**src/rtl/jstk_spi_reader_pkg.sv**
```systemverilog
// Shared definitions for the Pmod JSTK reader: FSM state encoding, transaction
// framing constants and the TX byte builder.
package jstk_spi_reader_pkg;

  typedef enum logic [2:0] {
    StIdle,
    StSetup,
    StShift,
    StGap,
    StDone
  } state_e;

  localparam int unsigned NumBytes     = 5;
  localparam logic [5:0]  LedCmdPrefix = 6'b100000;
  localparam logic [9:0]  ResetCentre  = 10'd512;

  // Byte 0 carries the LED command; the remaining bytes are don't-care fill.
  function automatic logic [7:0] tx_byte(input logic [2:0] idx, input logic [1:0] led);
    return (idx == 3'd0) ? {LedCmdPrefix, led} : 8'h00;
  endfunction

endpackage

```
**src/rtl/jstk_spi_reader_spi_byte_shifter.sv**
```systemverilog
// 8-bit SPI mode-0 shifter. A start pulse (while idle) loads tx and runs eight
// SCLK periods of 2*SCLK_DIV clk cycles, low half first. mosi is MSB first and
// changes only while sclk is low; miso is sampled on the clk edge at which sclk
// rises. done is high during the final clk cycle of the byte, when rx is complete.
// Ports:
//   clk, rst   clock, asynchronous active-high reset
//   start      begin a byte (ignored while busy)
//   tx         byte to transmit
//   miso       serial input
//   sclk, mosi SPI clock / data out
//   rx         received byte
//   done       last cycle of the byte
module jstk_spi_reader_spi_byte_shifter #(
  parameter int unsigned SCLK_DIV = 50
) (
  input  logic       clk,
  input  logic       rst,
  input  logic       start,
  input  logic [7:0] tx,
  input  logic       miso,
  output logic       sclk,
  output logic       mosi,
  output logic [7:0] rx,
  output logic       done
);

  localparam int unsigned DivW = $clog2(SCLK_DIV);

  logic [DivW-1:0] half_q;
  logic            high_q;
  logic [2:0]      bit_q;
  logic            busy_q;
  logic            sclk_q;
  logic [7:0]      tx_q;
  logic [7:0]      rx_q;
  logic            half_end;

  assign half_end = (half_q == DivW'(SCLK_DIV - 1));
  assign done     = busy_q & high_q & half_end & (bit_q == 3'd7);
  assign sclk     = sclk_q;
  assign mosi     = busy_q & tx_q[7];
  assign rx       = rx_q;

  always_ff @(posedge clk or posedge rst) begin
    if (rst) begin
      half_q <= '0;
      high_q <= 1'b0;
      bit_q  <= 3'd0;
      busy_q <= 1'b0;
      sclk_q <= 1'b0;
      tx_q   <= 8'h00;
      rx_q   <= 8'h00;
    end else if (!busy_q) begin
      if (start) begin
        busy_q <= 1'b1;
        tx_q   <= tx;
        half_q <= '0;
        high_q <= 1'b0;
        bit_q  <= 3'd0;
      end
    end else if (!half_end) begin
      half_q <= half_q + 1'b1;
    end else begin
      half_q <= '0;
      if (!high_q) begin
        high_q <= 1'b1;
        sclk_q <= 1'b1;
        rx_q   <= {rx_q[6:0], miso};
      end else begin
        // Falling edge: present the next bit for the following low half.
        high_q <= 1'b0;
        sclk_q <= 1'b0;
        tx_q   <= {tx_q[6:0], 1'b0};
        bit_q  <= bit_q + 3'd1;
        if (bit_q == 3'd7) busy_q <= 1'b0;
      end
    end
  end

endmodule

```
**src/rtl/jstk_spi_reader.sv**
```systemverilog
// Pmod JSTK poller. Every POLL_CYC idle cycles runs a 5-byte SPI mode-0
// transaction (ss setup, bytes separated by gaps) and then updates X, Y and the
// buttons together with a one-cycle data_valid pulse.
// Ports:
//   clk, rst       clock, asynchronous active-high reset
//   miso           joystick serial data
//   sclk/mosi/ss   SPI master outputs (sclk idle low, ss active low)
//   led            {LD2,LD1}, latched at the start of each transaction
//   Xdata, Ydata   10-bit samples (reset to centre 512)
//   buttons        {btn2,btn1,stick_btn}
//   data_valid     high during the cycle the outputs take a new sample
module jstk_spi_reader
  import jstk_spi_reader_pkg::*;
#(
  parameter int unsigned SCLK_DIV     = 50,
  parameter int unsigned SS_SETUP_CYC = 1500,
  parameter int unsigned BYTE_GAP_CYC = 1000,
  parameter int unsigned POLL_CYC     = 1_000_000
) (
  input  logic       clk,
  input  logic       rst,
  input  logic       miso,
  output logic       sclk,
  output logic       mosi,
  output logic       ss,
  input  logic [1:0] led,
  output logic [9:0] Xdata,
  output logic [9:0] Ydata,
  output logic [2:0] buttons,
  output logic       data_valid
);

  localparam int unsigned CntMax0 = (SS_SETUP_CYC > BYTE_GAP_CYC) ? SS_SETUP_CYC : BYTE_GAP_CYC;
  localparam int unsigned CntMax  = (POLL_CYC > CntMax0) ? POLL_CYC : CntMax0;
  localparam int unsigned CntW    = $clog2(CntMax + 1);

  state_e          state_q, state_d;
  logic [CntW-1:0] cnt_q, cnt_d;
  logic [2:0]      idx_q, idx_d;
  logic            ss_q, ss_d;
  logic [1:0]      led_q, led_d;
  logic [7:0]      x_lo_q, x_lo_d, y_lo_q, y_lo_d;
  logic [1:0]      x_hi_q, x_hi_d, y_hi_q, y_hi_d;
  logic [9:0]      x_q, x_d, y_q, y_d;
  logic [2:0]      btn_q, btn_d;
  logic            dv_q, dv_d;
  logic            start;
  logic            byte_done;
  logic [7:0]      rx;

  jstk_spi_reader_spi_byte_shifter #(
    .SCLK_DIV (SCLK_DIV)
  ) u_shifter (
    .clk   (clk),
    .rst   (rst),
    .start (start),
    .tx    (tx_byte(idx_q, led_q)),
    .miso  (miso),
    .sclk  (sclk),
    .mosi  (mosi),
    .rx    (rx),
    .done  (byte_done)
  );

  always_comb begin
    state_d = state_q;
    cnt_d   = cnt_q;
    idx_d   = idx_q;
    ss_d    = ss_q;
    led_d   = led_q;
    x_lo_d  = x_lo_q;
    x_hi_d  = x_hi_q;
    y_lo_d  = y_lo_q;
    y_hi_d  = y_hi_q;
    x_d     = x_q;
    y_d     = y_q;
    btn_d   = btn_q;
    dv_d    = 1'b0;
    start   = 1'b0;
    unique case (state_q)
      StIdle: begin
        if (cnt_q == CntW'(POLL_CYC - 1)) begin
          cnt_d   = '0;
          ss_d    = 1'b0;
          led_d   = led;
          state_d = StSetup;
        end else begin
          cnt_d = cnt_q + 1'b1;
        end
      end
      StSetup: begin
        if (cnt_q == CntW'(SS_SETUP_CYC - 1)) begin
          cnt_d   = '0;
          start   = 1'b1;
          state_d = StShift;
        end else begin
          cnt_d = cnt_q + 1'b1;
        end
      end
      StShift: begin
        if (byte_done) begin
          idx_d = idx_q + 3'd1;
          unique case (idx_q)
            3'd0:    x_lo_d = rx;
            3'd1:    x_hi_d = rx[1:0];
            3'd2:    y_lo_d = rx;
            3'd3:    y_hi_d = rx[1:0];
            default: begin
              // Final byte: commit the whole sample at once so X, Y and buttons never mix.
              x_d   = {x_hi_q, x_lo_q};
              y_d   = {y_hi_q, y_lo_q};
              btn_d = rx[2:0];
              dv_d  = 1'b1;
            end
          endcase
          state_d = (idx_q == 3'(NumBytes - 1)) ? StDone : StGap;
        end
      end
      StGap: begin
        if (cnt_q == CntW'(BYTE_GAP_CYC - 1)) begin
          cnt_d   = '0;
          start   = 1'b1;
          state_d = StShift;
        end else begin
          cnt_d = cnt_q + 1'b1;
        end
      end
      StDone: begin
        ss_d    = 1'b1;
        idx_d   = 3'd0;
        state_d = StIdle;
      end
      default: state_d = StIdle;
    endcase
  end

  always_ff @(posedge clk or posedge rst) begin
    if (rst) begin
      state_q <= StIdle;
      cnt_q   <= '0;
      idx_q   <= 3'd0;
      ss_q    <= 1'b1;
      led_q   <= 2'b00;
      x_lo_q  <= 8'h00;
      x_hi_q  <= 2'b00;
      y_lo_q  <= 8'h00;
      y_hi_q  <= 2'b00;
      x_q     <= ResetCentre;
      y_q     <= ResetCentre;
      btn_q   <= 3'b000;
      dv_q    <= 1'b0;
    end else begin
      state_q <= state_d;
      cnt_q   <= cnt_d;
      idx_q   <= idx_d;
      ss_q    <= ss_d;
      led_q   <= led_d;
      x_lo_q  <= x_lo_d;
      x_hi_q  <= x_hi_d;
      y_lo_q  <= y_lo_d;
      y_hi_q  <= y_hi_d;
      x_q     <= x_d;
      y_q     <= y_d;
      btn_q   <= btn_d;
      dv_q    <= dv_d;
    end
  end

  assign ss         = ss_q;
  assign Xdata      = x_q;
  assign Ydata      = y_q;
  assign buttons    = btn_q;
  assign data_valid = dv_q;

endmodule

```
**config.mk**
```make
export PLATFORM = sky130hd
export DESIGN_NAME = jstk_spi_reader
export DESIGN_NICKNAME = d
export VERILOG_FILES = /design/src/rtl/jstk_spi_reader_pkg.sv /design/src/rtl/jstk_spi_reader_spi_byte_shifter.sv /design/src/rtl/jstk_spi_reader.sv
export SDC_FILE = /design/constraint.sdc
export NUM_CORES = 1
export LEC_CHECK = 0
export BUFFER_PORTS_ARGS = -buffer_cell sky130_fd_sc_hd__buf_2
export CAP_MARGIN = 20
export CORE_MARGIN = 2
export CORE_UTILIZATION = 55
export DETAILED_ROUTE_END_ITERATION = 7
export PLACE_DENSITY_LB_ADDON = 0.08
export SKIP_CTS_REPAIR_TIMING = 1
export SYNTH_ARGS = -nofsm -noshare
export SYNTH_HDL_FRONTEND = slang
export SYNTH_HIERARCHICAL = 1
export SYNTH_SLANG_ARGS = --single-unit
```
**constraint.sdc**
```tcl
create_clock -name clk -period 8 [get_ports clk]
set_input_delay 1.6 -clock clk [delete_from_list [all_inputs] [get_ports clk]]
set_output_delay 1.6 -clock clk [all_outputs]
set_load 0.005 [all_outputs]
```
* Word level (Yosys, flattened, before mapping)
Index checks and enable logic that the tools add are counted.
Word-level totals: register bits 101, output and inout bits 27, word-level logic and storage cells 110
Operators by class: $add $sub $neg 4, equality and inequality tests 19, multiplexer cells 41, bitwise operators 6, reduce and logical (&&, ||, !) cells 20
Operator list (count):
- $mux 20 | 3
- $pmux 20 s3 | 1
- $mux 8 | 5
- $mux 3 | 10
- $reduce_and 3->1 | 7
- $add 20x1->20 const B | 1
- $eq 20x10->1 const B | 1
- $eq 20x11->1 const B | 1
- $eq 20x20->1 const B | 1
- $mux 6 | 3
- $mux 1 | 15
- $eq 3x2->1 const B | 4
- $pmux 3 s4 | 1
- $ne 2x2->1 const B | 5
- $reduce_and 2->1 | 5
- $eq 3x3->1 const B | 3
- $add 3x1->3 const B | 2
- $add 6x1->6 const B | 1
- $eq 3x1->1 const B | 2
- $eq 6x6->1 const B | 1
- $logic_not 3->1 | 2
- $pmux 3 s2 | 1
- $reduce_bool 2->1 | 3
- $and 1x1->1 | 4
- other kinds (6) | 8

* Logic depth before layout (Yosys ltp)
Gate-level depths: netlist (run 1).
word-level depth 5, gate-level depth with buffers 11, gate-level depth less buffers 9

* Hierarchy
Netlist (run 1), hierarchy kept.
Modules (own cells, without submodules):
- jstk_spi_reader | times used 1, cells an instance 279, area each 3384.5 sq um
- jstk_spi_reader_spi_byte_shifter | times used 1, cells an instance 131, area each 1401.3 sq um

* Worst setup path after synthesis (run 1)
Ideal clock, no wire load.
kind register -> output, start point register u_shifter.busy_q, end point output mosi, data arrival time 1.041 ns, setup slack 5.359 ns, stages on the path, launching flop included 5, buffers on the path 2, path through dfrtp_1 clkbuf_1 clkbuf_1 nand2_1 inv_1
Between the ends: cells in the longest elaborated chain, start to end 1
Ends and longest elaborated chain:
- from (decl) | RTL line jstk_spi_reader_spi_byte_shifter.sv:32 | logic busy_q;
- from (signal assigned) | RTL line jstk_spi_reader_spi_byte_shifter.sv:49 | busy_q <= 1'b0;
- from (signal assigned) | RTL line jstk_spi_reader_spi_byte_shifter.sv:55 | busy_q <= 1'b1;
- from (signal assigned) | RTL line jstk_spi_reader_spi_byte_shifter.sv:75 | if (bit_q == 3'd7) busy_q <= 1'b0;
- $and 1x1->1 | RTL line jstk_spi_reader_spi_byte_shifter.sv:41 | assign mosi = busy_q & tx_q[7];
- to (decl) | RTL line jstk_spi_reader.sv:24 | output logic mosi,
Every way passes these cells.

* Final worst setup path (run 1)
Same ends and word-level chain as after synthesis.

==> results.ini, run 1 <==
[run_status]
status=finished, final reports clean

[power_and_ir_drop]
power.leakage_uw=0.00249
clkPwrFrac=0.376
seq_power_share=0.609
p_per_area_mw_per_mm2=159
p_sw_uw=204
switching_share=0.243
power_frac_comb=0.015
finalPower_uw=837
internal-power_uw=633
ir_drop_mv=0.108

[route]
wl_mm=8.79
antenna_left=0
vias=3217
drt_iter0_markers=100
drc_errors=0
via_per_inst=5.74
drt-pass1-iter-count=4
routedWlPerCell_um=15.7

[grt]
grt_start_max_net_pins=74
grtUsageTotal=0.193
first_global_vias=3052
grt_antenna_before_repair=0
grt_pass1_wl_mm=15.0
grt-ovfl-total=0

[timing]
fin_ws_ns=5.11
setup_tns_ns=0
post-route-min-period_ns=2.89
post-route-period-util=0.362
worst_slew_pin_slew_ns=0.908
slew_violations=0
hold_violations=0
rsz0062_at_grt=no
finClkSkew_ns=0.0109
fmax_mhz=346
setup-violations-final=0
slew_headroom=0.390

[critical_path]
r2r-end=Xdata[2]$_DFFE_PP0P_
ff2ff_path_depth=10
r2r-start=u_shifter/half_q[1]$_DFFE_PP0P_
path_max_fanout=31
start_kind=register
critical_path_class=register to output pin
endpoint_kind=output pin
cp_data_arrival_time_ns=1.29
r2r_setup_slack_ns=5.20
cp.required_ns=6.40

[cells_and_area]
drive_above_1_share=0.288
fin_nets=462
areaGrowthSynthToFinish_pct=9.75
n_antenna_cell=0
final_area_sq_mm=0.00525

[hold_path]
holdPathStages=1
hold_end=u_shifter/sclk$_DFFE_PP0P_
min_path_type=register to register
min-delay-start=u_shifter/sclk$_DFFE_PP0P_

[synth]
syn_avg_cell_area_sq_um=11.7
ys.flop_type=dfrtp_1
syn_inst=410
async_reset_ff_frac=1.00
synth.distinct_cells=58
ys_warn_count=6
synth_edf_count=0
seq_area_frac_synth=0.529
netlist_area_sq_mm=0.00479
synth-seq-cells=101

[placed_design]
gp_congestion=0.802
post_dp_cell_area_sq_mm=0.00504
place_ws_ns=5.21
io_buffer_count=31
dpl.hpwl_mm=5.88

[floorplan]
io_pins=32
start_util=0.557
coreArea_sq_mm=0.00859
dieHeight_um=97.3
rows=34
die_w_um=97.3
dieArea_sq_mm=0.00946

[cts]
cts_tree=yes
cts.clk_slew.worst_paths_ns=0.11
cts_htree_levels=3
clk_latency_ns=0.37
clk_path_buf_depth=2
cts_sinks=101
cts_buffers=9
root_buffer=clkbuf_8

[run]
drv_cap=0

## flip-flops by register name, indices dropped and copies added (netlist names), 3 cells and up
signal and count:
Xdata 10, Ydata 10, buttons 3, cnt_q 20
idx_q 3, state_q 3, u_shifter/bit_q 3, u_shifter/half_q 6
u_shifter/rx 8, u_shifter/tx_q 8, x_lo_q 8, y_lo_q 8
## through the flow
stage	hold slack (ns)	std cells	utilization
floorplan	0.472	414	-
global placement	0.470	541	0.585
detailed placement	0.471	542	0.586
CTS	0.497	558	0.609
global route	0.510	560	0.611
finish	0.491	560	0.611
## kinds of logic after synthesis
| group | Yosys count | synth area share |
|---|---|---|
| AND/OR/NAND/NOR | 144 | 0.176 |
| flip-flops | 101 | 0.529 |
| AO/OA/AOI/OAI | 55 | 0.0782 |
| multiplexers | 55 | 0.129 |
| buffers and inverters | 26 | 0.0282 |
| XOR/XNOR | 18 | 0.0329 |
| adder cells (fa/ha/maj) | 10 | 0.0261 |
| other | 1 | 0.000784 |
## worst max-delay path by stage
stage | startpoint | to | slack [ns] | depth (start not counted)
global placement | u_shifter/half_q[1]$_DFFE_PP0P_ | Ydata[7]$_DFFE_PP0P_ | 5.27 | 9
detailed placement | u_shifter/half_q[1]$_DFFE_PP0P_ | Xdata[2]$_DFFE_PP0P_ | 5.21 | 10
floorplan | rst | Xdata[0]$_DFFE_PP0P_ | 4.55 | 1
finish | u_shifter/busy_q$_DFF_PP0_ | mosi | 5.11 | 4
CTS | u_shifter/busy_q$_DFF_PP0_ | mosi | 5.08 | 4
global route | u_shifter/half_q[1]$_DFFE_PP0P_ | Xdata[6]$_DFFE_PP0P_ | 4.95 | 10
## worst max-delay path, cell delays in order, from the launching register on
cell	delay (ns)
dfrtp_1	0.34
buf_4	0.28
nand2_1	0.13
inv_1	0.07
buf_2	0.10
## Yosys cell counts, types with 10 or more instances
cell,instances,area share
dfrtp_1,98,0.51
mux2_2,53,0.12
nor2_1,31,0.024
nand2_1,26,0.020
nand3_1,23,0.024
nand4_1,14,0.018
a21oi_1,12,0.013
xor2_1,11,0.020
ha_1,10,0.026
inv_1,10,0.0078
o211ai_1,10,0.016
## area by class of cell
type,instances,area (sq um)
inverters,10,37.5
flip-flops and latches,101,2530
repair buffers,38,219
well taps,108,135
clock inverters,7,67.6
multi-input cells,287,2140
fillers,741,3340
clock buffers,9,124
## per-layer routing
metal  GRT usage  part of all wire  up-vias
li1            -                 -     1556
met1       0.284              0.49     1582
met2       0.296              0.46       68
met3      0.0309             0.037       11
met4      0.0641             0.012        0
met5           0                 0        -
## power groups by stage
stage	combinational [uW]	clock [uW]	sequential, uW
2_1_floorplan	7.73	0	520
3_3_place_gp	11.9	0	520
3_5_place_dp	12.3	0	520
4_1_cts	12.3	326	510
5_1_grt	14.8	347	510
6_report	12.2	315	510
## cell usage in the layout, fill, tap and decap left out, drive strengths merged, types with 5 or more instances in the layout
cell and instances:
inv 14, nor2b 5, xnor2 7, a21oi 12, dfrtp 98, buf 38, nor2 31, nor4 6
and3 6, nand4 14, conb 5, nor3 6, clkbuf 9, ha 10, o22ai 5, o211ai 10
a22oi 6, xor2 11, nand2 26, nand3 23, o21ai 11, mux2 53
No activity file was read; power rests on OpenSTA's default activity.
==> inputs of run 2 (changes only) <==
- ABC_AREA: not set -> 1
- clock period: 8 -> 2.6 ns (I/O delays scaled with it)
==> results.ini, run 2 <==
[synth]
ys.flop_type=dfrtp_1
syn_avg_cell_area_sq_um=8.16
synth_edf_count=0
ys_warn_count=6
syn_inst=608
synth-seq-cells=101
synth_area_leaders=dfrtp_1 49%, nand2_1 15%, inv_1 5.4%
seq_area_frac_synth=0.510
synth_most_common_cell=nand2_1
synth_top_area_cell=dfrtp_1
yosys-top-cells-count=192 x nand2_1, 98 x dfrtp_1, 71 x inv_1, 61 x nor2_1, 42 x nand3_1
synth_top_area_frac=0.494
async_reset_ff_frac=1.00
synth.distinct_cells=35
netlist_area_sq_mm=0.00496

[floorplan]
io_pins=32
start_util=0.569
rows=34
dieArea_sq_mm=0.00980
coreArea_sq_mm=0.00872
die_w_um=99.0
dieHeight_um=99.0

[cts]
cts_sinks=101
clk_path_buf_depth=2
clk_latency_ns=0.38
cts_tree=yes
root_buffer=clkbuf_8
cts.clk_slew.worst_paths_ns=0.11
cts_htree_levels=3
cts_buffers=9

[critical_path]
start_kind=register
cpPeakStageDelay_ns=0.42
worstPathCellList=inv_1, ha_1, nand4_2, nor2_1, nand2_8, inv_2, nand2_2, buf_4, inv_1, nand2_1, nand2_1
cp_data_arrival_time_ns=2.42
endpoint_kind=register
cp.required_ns=2.92
ff2ff_path_depth=11
r2r-end=buttons[2]$_DFFE_PP0P_
cp_slowest_cell=dfrtp_1
critical_path_class=register to register
path_max_fanout=44
r2r-start=u_shifter/half_q[1]$_DFFE_PP0P_
r2r_setup_slack_ns=0.50

[route]
vias=3810
routedWlPerCell_um=12.6
drt_iter0_markers=130
drc_errors=0
via_per_inst=5.02
drt-pass1-iter-count=4
wl_mm=9.57
antenna_left=0

[cells_and_area]
final_area_sq_mm=0.00540
n_antenna_cell=0
drive_above_1_share=0.138
layout.cells.non_filler=759
largest_reg_flops=20
areaGrowthSynthToFinish_pct=8.87
final_common_cell=nand2_1
nFillCells=753
largest_register=cnt_q
fin_nets=661
final_cell_mix=192 x nand2_1, 98 x dfrtp_1, 70 x inv_1

[timing]
slew_headroom=0.662
rsz0062_at_grt=no
fmax_mhz=475
hold_violations=0
worst_slew_pin_slew_ns=0.506
post-route-min-period_ns=2.10
slew_violations=0
setup-violations-final=0
setup_tns_ns=0
post-route-period-util=0.809
finClkSkew_ns=0.0130

[run]
drv_cap=0

[grt]
first_global_vias=3756
grt_antenna_before_repair=0
grtUsageTotal=0.214
grt-ovfl-total=0
grt_start_max_net_pins=74
grt_pass1_wl_mm=16.9

[placed_design]
post_dp_cell_area_sq_mm=0.00520
io_buffer_count=31
dpl.hpwl_mm=6.64
placedCellCount=743
gp_congestion=0.813

[power_and_ir_drop]
p_per_area_mw_per_mm2=482
finalPower_uw=2610
ir_drop_mv=0.243
power.leakage_uw=0.00277

[hold_path]
min_path_type=input port to async pin

[run_status]
status=finished, final reports clean

==> run 2: cell types whose count changed after synthesis, sizes merged, moves of 8 or more <==
| cell | change |
|---|---|
| nor2 | +37 |
| o211ai | -10 |
| clkbuf | -8 |
| o21ai | +43 |
| inv | +67 |
| nand4 | -9 |
| nand2 | +173 |
| nand3 | +22 |
| mux2 | -53 |
==> run 2: cell type report <==
cell class / instances / area [sq um] / share of cell area
repair buffers: 36 / 205 / 0.0380
flip-flops and latches: 101 / 2530 / 0.468
well taps: 108 / 135 / 0.0250
clock buffers: 9 / 124 / 0.0229
inverters: 79 / 299 / 0.0553
multi-input cells: 419 / 2030 / 0.376
clock inverters: 7 / 75.1 / 0.0139
==> run 2: metrics by stage <==
| stage | utilization | setup slack (ns) | hold WS [ns] |
|---|---|---|---|
| floorplan | - | 0.232 | 0.442 |
| global placement | 0.597 | 0.605 | 0.462 |
| detailed placement | 0.597 | 0.541 | 0.460 |
| CTS | 0.620 | 0.502 | 0.198 |
| global route | 0.620 | 0.251 | 0.226 |
| finish | 0.620 | 0.496 | 0.190 |
==> run 2: per-layer routing <==
layer	GRT usage	routed length, um	up-vias	part of all wire
li1	-	-	1960	-
met1	0.296	4570	1772	0.48
met2	0.336	4520	69	0.47
met3	0.0482	368	9	0.038
met4	0.0727	108	0	0.011
met5	0	0	-	0
==> run 2: report_power, final <==
| group | total (uW) | internal (uW) | switching (uW) |
|---|---|---|---|
| Sequential | 1570 | 1570 | 0 |
| Clock | 995 | 381 | 613 |
| Combinational | 41.8 | 8.12 | 33.6 |
==> run 2: cell families after synthesis <==
family	share of synthesized area
XOR/XNOR	0.0212
buffers and inverters	0.0832
other	0.000756
adder cells (fa/ha/maj)	0.0252
AND/OR/NAND/NOR	0.286
flip-flops	0.510
AO/OA/AOI/OAI	0.0739
==> run 2: worst max-delay path by stage <==
stage                     cells past startpoint                       endpoint                             from
after floorplan                               1           Xdata[0]$_DFFE_PP0P_                              rst
after global placement                       11         buttons[2]$_DFFE_PP0P_  u_shifter/half_q[1]$_DFFE_PP0P_
after detailed placement                     11         buttons[2]$_DFFE_PP0P_  u_shifter/half_q[1]$_DFFE_PP0P_
after CTS                                    11         buttons[2]$_DFFE_PP0P_  u_shifter/half_q[1]$_DFFE_PP0P_
after global routing                         13  u_shifter/tx_q[1]$_DFFE_PP0P_             cnt_q[0]$_DFFE_PP0P_
final                                        11         buttons[2]$_DFFE_PP0P_  u_shifter/half_q[1]$_DFFE_PP0P_
==> run 2: worst max-delay path, delay by kind of cell (launching register included) <==
family,cells,cell delay [ns]
buf+inv,4,0.62
fa+ha+maj,1,0.19
simple gates,6,0.79
flops,1,0.42
==> inputs of run 3 (changes only) <==
- clock period: 2.6 -> 1.8 ns (I/O delays scaled with it)
==> results.ini, run 3 (same netlist as run 2, synthesis figures left out) <==
[cts]
cts_sinks=101
cts_tree=yes
clk_path_buf_depth=2
root_buffer=clkbuf_8
clk_latency_ns=0.36
cts.clk_slew.worst_paths_ns=0.11
cts_htree_levels=3
cts_buffers=9

[timing]
worst_slew_pin_slew_ns=0.604
setup-violations-final=0
setup_tns_ns=0
post-route-min-period_ns=1.77
post-route-period-util=0.981
fmax_mhz=567
slew_violations=0
hold_violations=0
slew_headroom=0.596
finClkSkew_ns=0.00909
rsz0062_at_grt=yes
fin_ws_ns=0.0349

[grt]
grt-ovfl-total=0
first_global_vias=4071
grtUsageMet3=0.0447
grtUsageTotal=0.223
grt_pass1_wl_mm=17.8
use_met1=0.293
grt_antenna_before_repair=0
grtUsageMet2=0.369
grt_start_max_net_pins=33
gr-max-usage-layer=met2

[route]
routedWlPerCell_um=12.9
drt-pass1-iter-count=4
vias=4002
wl_mm=10.2
via_per_inst=5.05
drt_iter0_markers=163
antenna_left=0
drc_errors=0

[floorplan]
dieHeight_um=99.0
coreArea_sq_mm=0.00872
rows=34
dieArea_sq_mm=0.00980
io_pins=32
die_w_um=99.0
start_util=0.569

[critical_path]
path_max_fanout=5
ff2ff_path_depth=12
endpoint_kind=register
critical_path_class=register to register
cp_data_arrival_time_ns=2.03
start_kind=register
cp.required_ns=2.06

[cells_and_area]
drive_above_1_share=0.228
largest_reg_flops=20
nFillCells=725
fin_nets=694
largest_register=cnt_q
n_antenna_cell=0
final_cell_mix=186 x nand2_1, 97 x dfrtp_1, 68 x inv_1
final_area_sq_mm=0.00591
final_common_cell=nand2_1
areaGrowthSynthToFinish_pct=19.1

[placed_design]
io_buffer_count=31
gp_congestion=0.886
dpl.hpwl_mm=7.30
place_ws_ns=-0.0458
post_dp_cell_area_sq_mm=0.00546

[power_and_ir_drop]
ir_drop_mv=0.500
power.leakage_uw=0.00303
p_per_area_mw_per_mm2=654

[run]
drv_cap=0

[hold_path]
min_path_type=input port to async pin

[run_status]
status=finished, final reports clean

==> run 3: cell types whose count changed in the layout (fill, tap and decap cells not counted), sizes merged <==
| cell | previous run | this run |
|---|---|---|
| buf | 36 | 69 |
| clkinvlp | 1 | 2 |
| inv | 81 | 79 |
| bufinv | 0 | 1 |
==> run 3: metrics by stage <==
step	instances	hold slack, ns	total power, uW	util
CTS	789	0.0633	3910	0.651
detailed placement	773	0.465	2380	0.626
finish	792	0.0607	3860	0.678
floorplan	612	0.425	2350	-
global placement	773	0.457	2380	0.626
global route	792	0.0839	3990	0.678
==> run 3: where the power goes <==
part,switching [uW],total (uW),internal [uW]
combinational,50.4,65.0,14.5
sequential,0,2270,2270
clock,850,1530,681
==> run 3: path summary, 6_finish.rpt <==
check	slack, ns	endpoint	start
worst max-delay path	0.03	u_shifter/tx_q[3]$_DFFE_PP0P_	cnt_q[1]$_DFFE_PP0P_
worst min-delay path	0.06	led_q[0]$_DFFE_PP0P_	rst
worst max register to register	0.03	u_shifter/tx_q[3]$_DFFE_PP0P_	cnt_q[1]$_DFFE_PP0P_
worst min register to register	0.48	Ydata[9]$_DFFE_PP1P_	Ydata[9]$_DFFE_PP1P_
max in group asynchronous	1.15	Xdata[9]$_DFFE_PP1P_	rst
min in group clk	0.19	led_q[0]$_DFFE_PP0P_	led[0]
==> run 3: final cells by class <==
type                       count  area [sq um]  share of cell area
clock buffer                   9           124              0.0210
clock inverter                 7          92.6              0.0157
inverter                      79           303              0.0512
multi-input combinational    419          2200               0.372
sequential                   101          2530               0.429
tap                          108           135              0.0229
timing repair buffer          69           522              0.0883
==> run 3: routing by layer <==
layer / wire length [um] / part of all wire / vias up
li1: - / - / 2026
met1: 4710 / 0.46 / 1903
met2: 4920 / 0.48 / 57
met3: 346 / 0.034 / 16
met4: 206 / 0.020 / 0
met5: 0 / 0 / -
==> run 3: worst max-delay path, stage by stage, from the launching register on <==
cell and delay [ns]:
dfrtp_1 0.41, ha_4 0.17, buf_4 0.10, nand2_1 0.04, nor2_1 0.11, nand3_1 0.10
nand2_1 0.13, nand2_4 0.07, nor2_4 0.17, nand2_4 0.11, buf_6 0.15, nand3_2 0.06
nand2_1 0.05
